**src/rtl/vector_line_ctrl.sv**
```systemverilog
// Vector display line sequencer: accepts one segment command, blanks and settles at the
// start point, then walks the segment with Bresenham stepping at a fixed per-point dwell.
module vector_line_ctrl #(
  parameter int DAC_WIDTH     = 8,
  parameter int SETTLE_CYCLES = 16,
  parameter int STEP_DIV      = 4
) (
  input  logic                 clk,
  input  logic                 rst_n,
  input  logic                 cmd_valid,
  output logic                 cmd_ready,
  input  logic [DAC_WIDTH-1:0] cmd_x0,
  input  logic [DAC_WIDTH-1:0] cmd_y0,
  input  logic [DAC_WIDTH-1:0] cmd_x1,
  input  logic [DAC_WIDTH-1:0] cmd_y1,
  output logic [DAC_WIDTH-1:0] dac_x,
  output logic [DAC_WIDTH-1:0] dac_y,
  output logic                 beam_on,
  output logic                 busy,
  output logic                 done
);

  localparam logic [1:0] ST_IDLE   = 2'd0;
  localparam logic [1:0] ST_MOVE   = 2'd1;
  localparam logic [1:0] ST_DRAW   = 2'd2;
  localparam logic [1:0] ST_FINISH = 2'd3;

  localparam int CNT_MAX = (SETTLE_CYCLES > STEP_DIV) ? SETTLE_CYCLES : STEP_DIV;
  localparam int CNT_W   = $clog2(CNT_MAX + 1);
  localparam int EW      = DAC_WIDTH + 2;

  localparam logic [CNT_W-1:0]     SETTLE_LOAD = CNT_W'(SETTLE_CYCLES - 1);
  localparam logic [CNT_W-1:0]     STEP_LOAD   = CNT_W'(STEP_DIV - 1);
  localparam logic [CNT_W-1:0]     ONE_C       = CNT_W'(1);
  localparam logic [DAC_WIDTH-1:0] ONE_D       = DAC_WIDTH'(1);

  logic [1:0]            state;
  logic [DAC_WIDTH-1:0]  end_x, end_y;
  logic signed [EW-1:0]  dx_r, dy_r, err_r;
  logic                  sx_neg, sy_neg;
  logic [CNT_W-1:0]      cnt;

  // Segment setup terms, evaluated straight from the command inputs at accept
  logic signed [EW-1:0]  cx0, cy0, cx1, cy1, dx_c, dy_c, adx, ady;
  logic                  at_start, at_end;

  always_comb begin
    cx0  = {2'b00, cmd_x0};
    cy0  = {2'b00, cmd_y0};
    cx1  = {2'b00, cmd_x1};
    cy1  = {2'b00, cmd_y1};
    dx_c = cx1 - cx0;
    dy_c = cy1 - cy0;
    adx  = (dx_c < 0) ? -dx_c : dx_c;
    ady  = (dy_c < 0) ? -dy_c : dy_c;
    at_start = (cmd_x0 == dac_x) && (cmd_y0 == dac_y);
    at_end   = (dac_x == end_x) && (dac_y == end_y);
  end

  // Per-step Bresenham decision; both axis tests use the pre-step e2
  logic signed [EW:0]    e2, dx_e, dy_e;
  logic                  step_x, step_y;
  logic signed [EW-1:0]  add_dx, add_dy, err_next;
  logic [DAC_WIDTH-1:0]  next_x, next_y;

  always_comb begin
    e2       = {err_r, 1'b0};
    dx_e     = {dx_r[EW-1], dx_r};
    dy_e     = {dy_r[EW-1], dy_r};
    step_x   = (e2 >= dy_e);
    step_y   = (e2 <= dx_e);
    add_dy   = step_x ? dy_r : '0;
    add_dx   = step_y ? dx_r : '0;
    err_next = err_r + add_dy + add_dx;
    next_x   = dac_x;
    next_y   = dac_y;
    if (step_x) next_x = sx_neg ? (dac_x - ONE_D) : (dac_x + ONE_D);
    if (step_y) next_y = sy_neg ? (dac_y - ONE_D) : (dac_y + ONE_D);
  end

  always_ff @(posedge clk or negedge rst_n) begin
    if (!rst_n) begin
      state   <= ST_IDLE;
      dac_x   <= '0;
      dac_y   <= '0;
      beam_on <= 1'b0;
      end_x   <= '0;
      end_y   <= '0;
      dx_r    <= '0;
      dy_r    <= '0;
      err_r   <= '0;
      sx_neg  <= 1'b0;
      sy_neg  <= 1'b0;
      cnt     <= '0;
    end else begin
      case (state)
        ST_IDLE: begin
          if (cmd_valid) begin
            end_x  <= cmd_x1;
            end_y  <= cmd_y1;
            dac_x  <= cmd_x0;
            dac_y  <= cmd_y0;
            dx_r   <= adx;
            dy_r   <= -ady;
            err_r  <= adx - ady;
            sx_neg <= (cmd_x1 < cmd_x0);
            sy_neg <= (cmd_y1 < cmd_y0);
            if (at_start) begin
              state   <= ST_DRAW;
              beam_on <= 1'b1;
              cnt     <= STEP_LOAD;
            end else begin
              state   <= ST_MOVE;
              beam_on <= 1'b0;
              cnt     <= SETTLE_LOAD;
            end
          end
        end
        ST_MOVE: begin
          if (cnt == '0) begin
            state   <= ST_DRAW;
            beam_on <= 1'b1;
            cnt     <= STEP_LOAD;
          end else begin
            cnt <= cnt - ONE_C;
          end
        end
        ST_DRAW: begin
          if (cnt == '0) begin
            if (at_end) begin
              state   <= ST_FINISH;
              beam_on <= 1'b0;
            end else begin
              cnt   <= STEP_LOAD;
              dac_x <= next_x;
              dac_y <= next_y;
              err_r <= err_next;
            end
          end else begin
            cnt <= cnt - ONE_C;
          end
        end
        ST_FINISH: state <= ST_IDLE;
        default:   state <= ST_IDLE;
      endcase
    end
  end

  assign cmd_ready = (state == ST_IDLE);
  assign busy      = (state != ST_IDLE);
  assign done      = (state == ST_FINISH);

endmodule

```
**config.mk**
```make
export PLATFORM = sky130hd
export DESIGN_NAME = vector_line_ctrl
export DESIGN_NICKNAME = d
export VERILOG_FILES = /design/src/rtl/vector_line_ctrl.sv
export SDC_FILE = /design/constraint.sdc
export NUM_CORES = 1
export LEC_CHECK = 0
export ABC_AREA = 1
export CORE_MARGIN = 5
export CORE_UTILIZATION = 65
export CTS_CLUSTER_DIAMETER = 50
export DETAILED_ROUTE_END_ITERATION = 8
export PLACE_DENSITY_LB_ADDON = 0.2
export SLEW_MARGIN = 20
export SYNTH_ARGS = -nofsm -noshare
export SYNTH_HDL_FRONTEND = slang
export SYNTH_SLANG_ARGS = --single-unit
```
**constraint.sdc**
```tcl
create_clock -name clk -period 8 [get_ports clk]
set_clock_uncertainty 0.05 [all_clocks]
set_input_delay 1.6 -clock clk [delete_from_list [all_inputs] [get_ports clk]]
set_output_delay 1.6 -clock clk [all_outputs]
set_load 0.05 [all_outputs]
```
# ---- Word-level counts from Yosys, hierarchy flattened
# Cells that the tools add are included.
dict set report word_totals {
  regBits 72
  input_bits 35
  output_inout_bits 20
}
dict set report op_classes {
  add_sub_neg 13
  n_lt_le_gt_ge 6
  n_eq_ne 15
  mux 38
  n_reduce_logical 14
}
# operator n
set ops {}
lappend ops {{8-bit 2-to-1 mux} 10}
lappend ops {{10-bit 2-to-1 mux} 7}
lappend ops {{8-bit == test} 4}
lappend ops {{8-bit case mux with 2 select lines} 2}
lappend ops {{10-bit adder} 2}
lappend ops {{5-bit 2-to-1 mux} 4}
lappend ops {{9-bit negator with 10-bit output} 2}
lappend ops {{10-bit case mux with 2 select lines} 1}
lappend ops {{9-bit by 1-bit < comparator with 1-bit output (second input constant)} 2}
lappend ops {{8-bit by 8-bit subtractor with 9-bit output} 2}
lappend ops {{8-bit by 1-bit adder with 8-bit output (second input constant)} 2}
lappend ops {{8-bit < comparator} 2}
lappend ops {{8-bit by 1-bit subtractor with 8-bit output (second input constant)} 2}
lappend ops {{5-bit case mux with 3 select lines} 1}
lappend ops {{5-bit AND reduction} 3}
lappend ops {{2-bit != test (second input constant)} 7}
lappend ops {{11-bit by 10-bit >= comparator with 1-bit output} 1}
lappend ops {{11-bit by 10-bit less-or-equal comparator with 1-bit output} 1}
lappend ops {{2-bit 2-to-1 mux} 5}
lappend ops {{10-bit negator} 1}
lappend ops {{10-bit subtractor} 1}
lappend ops {{2-bit case mux with 4 select lines} 1}
lappend ops {{4-bit AND reduction} 2}
lappend ops {{5-bit logical NOT} 1}
lappend ops {{other kinds (13)} 20}

# ---- Depth between registers and ports, before layout
# Gate-level depths: netlist (run 1).
dict set report logic_depth {
  word_depth 7
  mapped_depth 27
}

# ---- Worst setup path after synthesis (run 1)
# No wires, ideal clock.
dict set report synth_path {
  kind {in2reg}
  startpoint {input cmd_y1[0]}
  endpoint {register err_r[6]}
  setup_ns 0.082
  arrival_time_ns 4.128
  setup_slack_ns 3.740
  stages 20
  path_buffers 0
  path_cell_list {inv_1 > ha_1 > fa_1 > inv_1 > nand3_1 > nand2_2 > nand2_4 > nand3_1 > xor2_2 > inv_1 > ha_1 > nand2_1 > nand2_1 > a31oi_1 > o21ai_0 > nand2_1 > nand2_1 > a21oi_1 > o21ai_0 > a31oi_1}
}
dict set report synth_via {
  elab_chain_cells 6
}
# element line
set synth_lines {}
lappend synth_lines {{start, declared} 15} ;# input logic [DAC_WIDTH-1:0] cmd_y1,
lappend synth_lines {{8-bit by 8-bit subtractor with 9-bit output *} 53} ;# dy_c = cy1 - cy0;
lappend synth_lines {{9-bit negator with 10-bit output or 9-bit by 1-bit < comparator with 1-bit output (tied branches)} 55} ;# ady = (dy_c < 0) ? -dy_c : dy_c;
lappend synth_lines {{10-bit 2-to-1 mux *} 55}
lappend synth_lines {{10-bit subtractor *} 105} ;# err_r <= adx - ady;
lappend synth_lines {{10-bit 2-to-1 mux *} 98} ;# if (cmd_valid) begin
lappend synth_lines {{10-bit case mux with 2 select lines *} 96} ;# case (state)
lappend synth_lines {{end signal, assigned} 105}
lappend synth_lines {{end signal, assigned} 137} ;# err_r <= err_next;
lappend synth_lines {{end, declared} 39} ;# logic signed [EW-1:0] dx_r, dy_r, err_r;
# Mark *: on every way between the ends. The rest lies on a longest branch, timed or not. The select of a mux whose other input is x is not followed.
# A chain may end at the register's enable or synchronous reset.

# ---- Worst setup path in the final report (run 1)
dict set report layout_path {
  startpoint {input cmd_x0[0]}
  endpoint {register err_r[8]}
}
dict set report layout_via {
  elab_chain_cells 6
}
# element line
set layout_lines {}
lappend layout_lines {{start, declared} 12} ;# input logic [DAC_WIDTH-1:0] cmd_x0,
lappend layout_lines {{8-bit by 8-bit subtractor with 9-bit output *} 52} ;# dx_c = cx1 - cx0;
lappend layout_lines {{9-bit negator with 10-bit output or 9-bit by 1-bit < comparator with 1-bit output (tied branches)} 54} ;# adx = (dx_c < 0) ? -dx_c : dx_c;
lappend layout_lines {{10-bit 2-to-1 mux *} 54}
lappend layout_lines {{named net adx[7]} 44} ;# logic signed [EW-1:0] cx0, cy0, cx1, cy1, dx_c, dy_c, adx, ady;
lappend layout_lines {{10-bit subtractor *} 105}
lappend layout_lines {{10-bit 2-to-1 mux *} 98}
lappend layout_lines {{10-bit case mux with 2 select lines *} 96}
# Mark *: on every way through the listed nets, which the timed path passes. The rest lies on a longest branch. The select of a mux whose other input is x is not followed.

==> metrics.md, run 1 <==
| Metric | Value |
|---|---|
| Status | `complete, no violations` |
| RD Place Congestion | `1.02` |
| Final cell count without fillers | `1166` |
| Arr. time, crit path | `5.02 ns` |
| Yosys warnings | `0` |
| Design Power | `3.75 mW` |
| CP Capture Type | `flop` |
| Worst Setup EP | `err_r[8]$_DFFE_PN0P_` |
| Core Region | `10400 um2` |
| Placed cells | `1150` |
| F_max | `206 MHz` |
| Layout area overhead | `12.3%` |
| Cells after synthesis | `975` |
| Post-synthesis xor/xnor area fraction | `7.49%` |
| Area leader, netlist | `dfrtp_1` |
| Critical path buffers and inverters | `2` |
| Worst path depth | `19` |
| Initial Util | `67.1%` |
| Vias per inst | `5.51` |
| Synth cell types | `46` |
| Static Leak | `4.05 nW` |
| Pre-CTS setup slack | `2.88 ns` |
| RR Endpoint | `err_r[9]$_DFFE_PN0P_` |
| CTS Hold Bufs | `0` |
| H-tree depth | `3` |
| CTS tree | `done` |
| Clock network power share | `9.1%` |
| PnR worst setup slack | `3.14 ns` |
| Cell Chain, Critical Path | `clkdlybuf4s50_1, ha_1, inv_1, fa_1, nand3_1, nand3_1, nand2_1, nand2_1, a21oi_1, xor2_1, nand3_1, nand3_1, nand2_1, ha_1, nand4_1, o211ai_1, a21oi_1, o21ai_0, a31oi_1` |
| Number of port buffers | `54` |
| Type of the worst min-delay path | `flop to flop` |
| Flops & latches, synth | `72` |
| Commonest non-fill, non-tap cell in the layout | `nand2_1` |
| Switching part of the total | `53.8%` |
| GRT overflow | `0` |
| Ys async rst share | `100%` |
| EDFF count, synth | `0` |
| Final-stage net count | `1148` |
| Clock Path Buffers | `2` |
| Most frequent CP cell | `nand3_1` |
| Drt first pass iters | `5` |
| Sink Count | `72` |
| Synth Area in Compound Gates | `13.7%` |
| Iteration-0 DRC Markers | `393` |
| Required time worst endpoint | `8.17 ns` |
| Worst Tran Pin Value | `0.962 ns` |
| CP Launch Type | `primary input` |
| Antenna cells | `0` |
| First-pass GRT wire length | `28400 um` |
| Die Wd | `114 um` |
| Hold Slack | `0.444 ns` |
| Total global routing track utilization | `26.8%` |
| Finish-stage setup viols | `0` |
| Fin crit share | `60.7%` |
| Mapped Area | `6990 um2` |
| Seq pwr share | `19.8%` |
| Chip Height | `114 um` |
| Clock Tree Root | `clkbuf_8` |
| Adder-Cell Fraction of Synth Area | `17.4%` |
| Area contributors post-synth | `dfrtp_1 (26%), nand2_1 (14%), ha_1 (13%), inv_1 (7.1%), xnor2_1 (4.4%)` |
| Origin of the critical flop-to-flop path | `dx_r[9]$_DFFE_PN0P_` |
| Multiplexer area fraction after synthesis | `0%` |
| Ports | `55` |
| Crit path time final | `4.86 ns` |
| Fillers | `853` |
| Slew HR | `35.8%` |
| Combinational fraction of design power | `71.1%` |
| Post-CTS setup buffers | `0` |
| Num rows | `37` |
| CP peak stage delay | `0.53 ns` |
| Final ANT Viol Nets | `0` |
| Skew-Pair Late Insertion Delay | `0.36 ns` |
| Top cell type's share of synthesized area | `25.8%` |
| Largest family of logic cells by synthesized area | `simple AND/OR/NAND/NOR gates` |
| Cell internal pwr | `1.73 mW` |
| CTS clock-pin slew for the worst setup and hold paths | `0.09 ns` |
| Detailed-route DRC error count | `0` |
| Max-Cap Viols | `0` |
| CP max-delay cell | `clkdlybuf4s50_1` |
| Commonest non-fill, non-tap cells in the layout | `nand2_1 (263), inv_1 (133), ha_1 (73)` |
| Post_cts resized | `0` |
| Largest net degree at the start of global routing | `73` |
| Worst reg2reg setup slack | `3.83 ns` |
| Register-to-Register Path Depth | `24` |
| Power density cells | `478 nW/um2` |
| Final wirelength | `16600 um` |
| Post-synthesis sequential area ratio | `25.8%` |
| Largest delay share family, worst path | `adder cells` |
| Top_reg_cell synth | `dfrtp_1` |
| Sw power | `2.02 mW` |
| Max Slew Vio Count | `0` |
| Syn nets | `1098` |
| Crit-path max FO | `6` |
| Critical path class | `primary input to flop` |
| Setup crit start | `cmd_x0[0]` |
| Vias in the first global route | `6101` |
| TritonCTS Buffers | `9` |
| Wire length per cell | `14.2 um` |
| Hold Fails Final Rpt | `0` |
| Via Count | `6426` |
| Syn Area/Cell | `7.16 um2` |
| Dpl hpwl | `12700 um` |
| RSZ-0062 raised after global routing | `no` |
| Fin Setup TNS | `0 ns` |
| Initial antenna violation count | `0` |
| Synth Area in Simple Gates | `26.1%` |
| Share of layout cells above drive strength 1 | `7.09%` |
| Worst VDD drop | `0.297 mV` |
| Die area | `12900 um2` |
-- tightest hold or removal path, stage by stage, from the launching register on --
cell and delay (ns):
dfrtp_1 0.36, nand2_1 0.05, o21ai_0 0.06
-- cells in the mapped netlist, types with 2 or more instances --
cell type and n:
ha_1 73, nor2_2 4, o21bai_1 3, xor2_2 2, clkbuf_1 13, a21oi_1 61, nand2_4 6, a21oi_4 2
o21ai_0 42, nand2_1 263, a31oi_1 7, nand4_1 13, nand3_2 4, nor3_1 6, dfrtp_1 72, inv_1 133
xnor2_1 35, o21ai_1 29, nand3b_1 9, nor2_1 57, clkinv_1 2, or2_2 2, xor2_1 21, inv_2 14
nand3_1 41, buf_6 3, a21o_1 2, o211ai_1 9, nand2_2 11, o22ai_1 4, a21oi_2 3, fa_1 15
-- power groups by stage --
stage,Clock (mW),Combinational [mW],Sequential (mW)
CTS,0.341,2.66,0.741
global placement,0,2.58,0.742
floorplan,0,1.96,0.836
global route,0.357,3.04,0.769
finish,0.341,2.67,0.742
detailed placement,0,2.63,0.745
-- kinds of logic after synthesis --
family / after synthesis
AOI/OAI and AO/OA: 169
xor gates and xnor gates: 58
adders and majority gates: 88
buffers and inverters: 169
DFF: 72
and+or+nand+nor: 419
-- state kept, by name, indices dropped and copies added, names as in the netlist, 2 cells and up --
name,cells
dac_x,8
dac_y,8
state,2
dy_r,10
end_y,8
err_r,10
cnt,5
end_x,8
dx_r,10
-- final cells by class --
class | instances | area [um2] | share of cell area [%]
flip-flops and latches | 72 | 1800 | 23.0
clock inverters | 7 | 100 | 1.28
clock buffers | 9 | 124 | 1.58
multi-input cells | 734 | 4510 | 57.5
inverters | 151 | 574 | 7.32
repair buffers | 57 | 561 | 7.15
well taps | 136 | 170 | 2.17
-- layer usage --
| layer | GRT usage, % | wire, um |
|---|---|---|
| met1 | 36.1 | 7650 |
| met2 | 44.3 | 7750 |
| met3 | 4.46 | 893 |
| met4 | 8.01 | 312 |
| met5 | 0 | 0 |
-- worst min path at each step --
stage / from / to / cells past startpoint
floorplan: dy_r[7]$_DFFE_PN0P_ / dy_r[7]$_DFFE_PN0P_ / 2
global placement: dy_r[7]$_DFFE_PN0P_ / dy_r[7]$_DFFE_PN0P_ / 2
detailed placement: dy_r[7]$_DFFE_PN0P_ / dy_r[7]$_DFFE_PN0P_ / 2
CTS: dy_r[7]$_DFFE_PN0P_ / dy_r[7]$_DFFE_PN0P_ / 2
global route: dy_r[7]$_DFFE_PN0P_ / dy_r[7]$_DFFE_PN0P_ / 2
finish: cnt[3]$_DFFE_PN0P_ / cnt[3]$_DFFE_PN0P_ / 2
-- through the flow --
step | area [um2] | utilization [%]
after floorplan | 6990 | -
after CTS | 7850 | 75.3
after global routing | 7850 | 75.3
after detailed placement | 7620 | 73.2
final | 7850 | 75.3
after global placement | 7620 | 73.2
Note: power is estimated with default switching activity, not from simulation.
==> inputs of run 2 (changes only) <==
--- a/config.mk
+++ b/config.mk
@@ -7,7 +7,7 @@
 export LEC_CHECK = 0
 export ABC_AREA = 1
 export CORE_MARGIN = 5
-export CORE_UTILIZATION = 65
+export CORE_UTILIZATION = 60
 export CTS_CLUSTER_DIAMETER = 50
 export DETAILED_ROUTE_END_ITERATION = 8
 export PLACE_DENSITY_LB_ADDON = 0.2
==> constraint.sdc (replaced) <==
create_clock -name clk -period 4.5 [get_ports clk]
set_clock_uncertainty 0.05 [all_clocks]
set_input_delay 0.9 -clock clk [delete_from_list [all_inputs] [get_ports clk]]
set_output_delay 0.9 -clock clk [all_outputs]
set_load 0.05 [all_outputs]
==> metrics.md, run 2 (synthesis results as in run 1) <==
| Metric | Value |
|---|---|
| Origin of the critical flop-to-flop path | `dx_r[9]$_DFFE_PN0P_` |
| Cell Chain, Critical Path | `clkdlybuf4s50_1, ha_1, fa_1, inv_1, nand3_1, nand2_2, nand2_4, nand3_1, xor2_2, inv_1, ha_1, nand2_1, nand2_1, a31oi_1, o21ai_0, nand2_1, nand2_1, a21oi_1, o21ai_0, a31oi_1` |
| Via Count | `6357` |
| Initial Util | `61.2%` |
| Placed cells | `1158` |
| Critical path buffers and inverters | `3` |
| Type of the worst min-delay path | `flop to flop` |
| Finish-stage setup viols | `0` |
| Iteration-0 DRC Markers | `366` |
| Final cell count without fillers | `1174` |
| Setup crit start | `cmd_y0[0]` |
| CTS tree | `done` |
| Sink Count | `72` |
| Chip Height | `118 um` |
| Most frequent CP cell | `nand2_1` |
| Static Leak | `4.09 nW` |
| Number of port buffers | `54` |
| Share of layout cells above drive strength 1 | `7.27%` |
| Status | `complete, no violations` |
| Die area | `13900 um2` |
| Worst Tran Pin Value | `0.950 ns` |
| RR Endpoint | `err_r[9]$_DFFE_PN0P_` |
| Worst VDD drop | `0.590 mV` |
| CTS Hold Bufs | `0` |
| Post-CTS setup buffers | `0` |
| Commonest non-fill, non-tap cell in the layout | `nand2_1` |
| Max-Cap Viols | `0` |
| RD Place Congestion | `0.955` |
| Cell internal pwr | `3.27 mW` |
| Largest regs | `dx_r x10, dy_r x10, err_r x10` |
| Layout area overhead | `13.9%` |
| Switching part of the total | `52.5%` |
| Worst Setup EP | `err_r[6]$_DFFE_PN0P_` |
| Seq pwr share | `19.4%` |
| H-tree depth | `3` |
| Core Region | `11400 um2` |
| GRT overflow | `0` |
| Total global routing track utilization | `24.8%` |
| Max Slew Vio Count | `0` |
| CP Launch Type | `primary input` |
| CP Capture Type | `flop` |
| Skew-Pair Late Insertion Delay | `0.34 ns` |
| Commonest non-fill, non-tap cells in the layout | `nand2_1 (263), inv_1 (133), ha_1 (73)` |
| First-pass GRT wire length | `28800 um` |
| Crit path time final | `4.10 ns` |
| CP peak stage delay | `0.47 ns` |
| Dpl hpwl | `13000 um` |
| Crit-path max FO | `5` |
| Largest delay share family, worst path | `adder cells` |
| Ports | `55` |
| Fin crit share | `91.0%` |
| Final-stage net count | `1149` |
| Clock Tree Root | `clkbuf_16` |
| Worst reg2reg setup slack | `0.47 ns` |
| Vias in the first global route | `6107` |
| Die Wd | `118 um` |
| Slew HR | `36.6%` |
| Antenna cells | `0` |
| Register-to-Register Path Depth | `24` |
| CP max-delay cell | `clkdlybuf4s50_1` |
| Required time worst endpoint | `4.70 ns` |
| Num rows | `39` |
| Initial antenna violation count | `0` |
| Drt first pass iters | `4` |
| Post_cts resized | `0` |
| Power density cells | `863 nW/um2` |
| Combinational fraction of design power | `69.2%` |
| Vias per inst | `5.41` |
| Critical path class | `primary input to flop` |
| Arr. time, crit path | `4.30 ns` |
| Wire length per cell | `14.4 um` |
| Clock network power share | `11.4%` |
| Sw power | `3.61 mW` |
| Fin Setup TNS | `0 ns` |
| Clock Path Buffers | `2` |
| RSZ-0062 raised after global routing | `no` |
| Final ANT Viol Nets | `0` |
| F_max | `244 MHz` |
| Worst path depth | `20` |
| Largest net degree at the start of global routing | `73` |
| TritonCTS Buffers | `9` |
| Detailed-route DRC error count | `0` |
| CTS clock-pin slew for the worst setup and hold paths | `0.06 ns` |
| Hold Fails Final Rpt | `0` |
| Final wirelength | `16900 um` |
[run 2: cell count changes in the layout (fill, tap and decap cells not counted), sizes merged]
cell and delta:
buf +1, inv -2, clkinvlp +3, clkinv -1
[run 2: power by group through the flow]
stage          clock [mW]  sequential, mW  combinational [mW]
2_1_floorplan           0            1.49                3.48
4_1_cts             0.792            1.33                4.75
3_3_place_gp            0            1.33                4.60
5_1_grt             0.823            1.38                5.40
6_report            0.783            1.33                4.76
3_5_place_dp            0            1.34                4.71
[run 2: metal layers]
metal | vias to the layer above | track usage (%) | part of all wire [%] | routed length (um)
met4 | 0 | 6.74 | 1.6 | 274
li1 | 3239 | - | - | -
met5 | - | 0 | 0 | 0
met1 | 2928 | 34.5 | 46 | 7810
met2 | 163 | 40.1 | 47 | 7900
met3 | 27 | 4.04 | 5.3 | 902
[run 2: worst min path at each step]
stage                          endpoint  cells past startpoint                 from  slack (ns)
global placement    dy_r[6]$_DFFE_PN0P_                      2  dy_r[6]$_DFFE_PN0P_        0.42
finish              dy_r[7]$_DFFE_PN0P_                      2  dy_r[7]$_DFFE_PN0P_        0.43
detailed placement  dy_r[7]$_DFFE_PN0P_                      2  dy_r[7]$_DFFE_PN0P_        0.42
global route        dy_r[7]$_DFFE_PN0P_                      2  dy_r[7]$_DFFE_PN0P_        0.46
floorplan           dy_r[7]$_DFFE_PN0P_                      2  dy_r[7]$_DFFE_PN0P_        0.40
CTS                 dy_r[7]$_DFFE_PN0P_                      2  dy_r[7]$_DFFE_PN0P_        0.43
[run 2: worst register-to-register path: cells and delay by family (launching register included)]
family | cells | cell delay (ns)
fa+ha+maj | 4 | 1.40
simple gates | 12 | 1.30
flops | 1 | 0.38
buf+inv | 5 | 0.35
compound gates | 2 | 0.26
xor+xnor | 1 | 0.20
[run 2: final cells by class]
cell class / count / area (um2)
repair buffers: 58 / 568
multi-input cells: 734 / 4510
inverters: 151 / 574
flip-flops and latches: 72 / 1800
well taps: 143 / 179
fillers: 1002 / 3460
clock buffers: 9 / 225
clock inverters: 7 / 96.3
[run 2: metrics by stage]
stage / power [mW] / instance area, um2 / hold slack, ns / setup slack, ns / util, %
floorplan: 4.97 / 6990 / 0.399 / 0.929 / -
global placement: 5.93 / 7640 / 0.416 / 0.240 / 66.9
detailed placement: 6.04 / 7640 / 0.420 / 0.131 / 66.9
CTS: 6.87 / 7960 / 0.435 / 0.458 / 69.7
global route: 7.60 / 7960 / 0.464 / 0.0372 / 69.7
finish: 6.87 / 7960 / 0.430 / 0.405 / 69.7
==> inputs of run 3 (changes only) <==
--- a/config.mk
+++ b/config.mk
@@ -10,6 +10,7 @@
 export CORE_UTILIZATION = 60
 export CTS_CLUSTER_DIAMETER = 50
 export DETAILED_ROUTE_END_ITERATION = 8
+export HOLD_SLACK_MARGIN = 0.05
 export PLACE_DENSITY_LB_ADDON = 0.2
 export SLEW_MARGIN = 20
 export SYNTH_ARGS = -nofsm -noshare
==> results of run 3 <==
No change in the layout: final DEF, timing and power equal those of run 2.
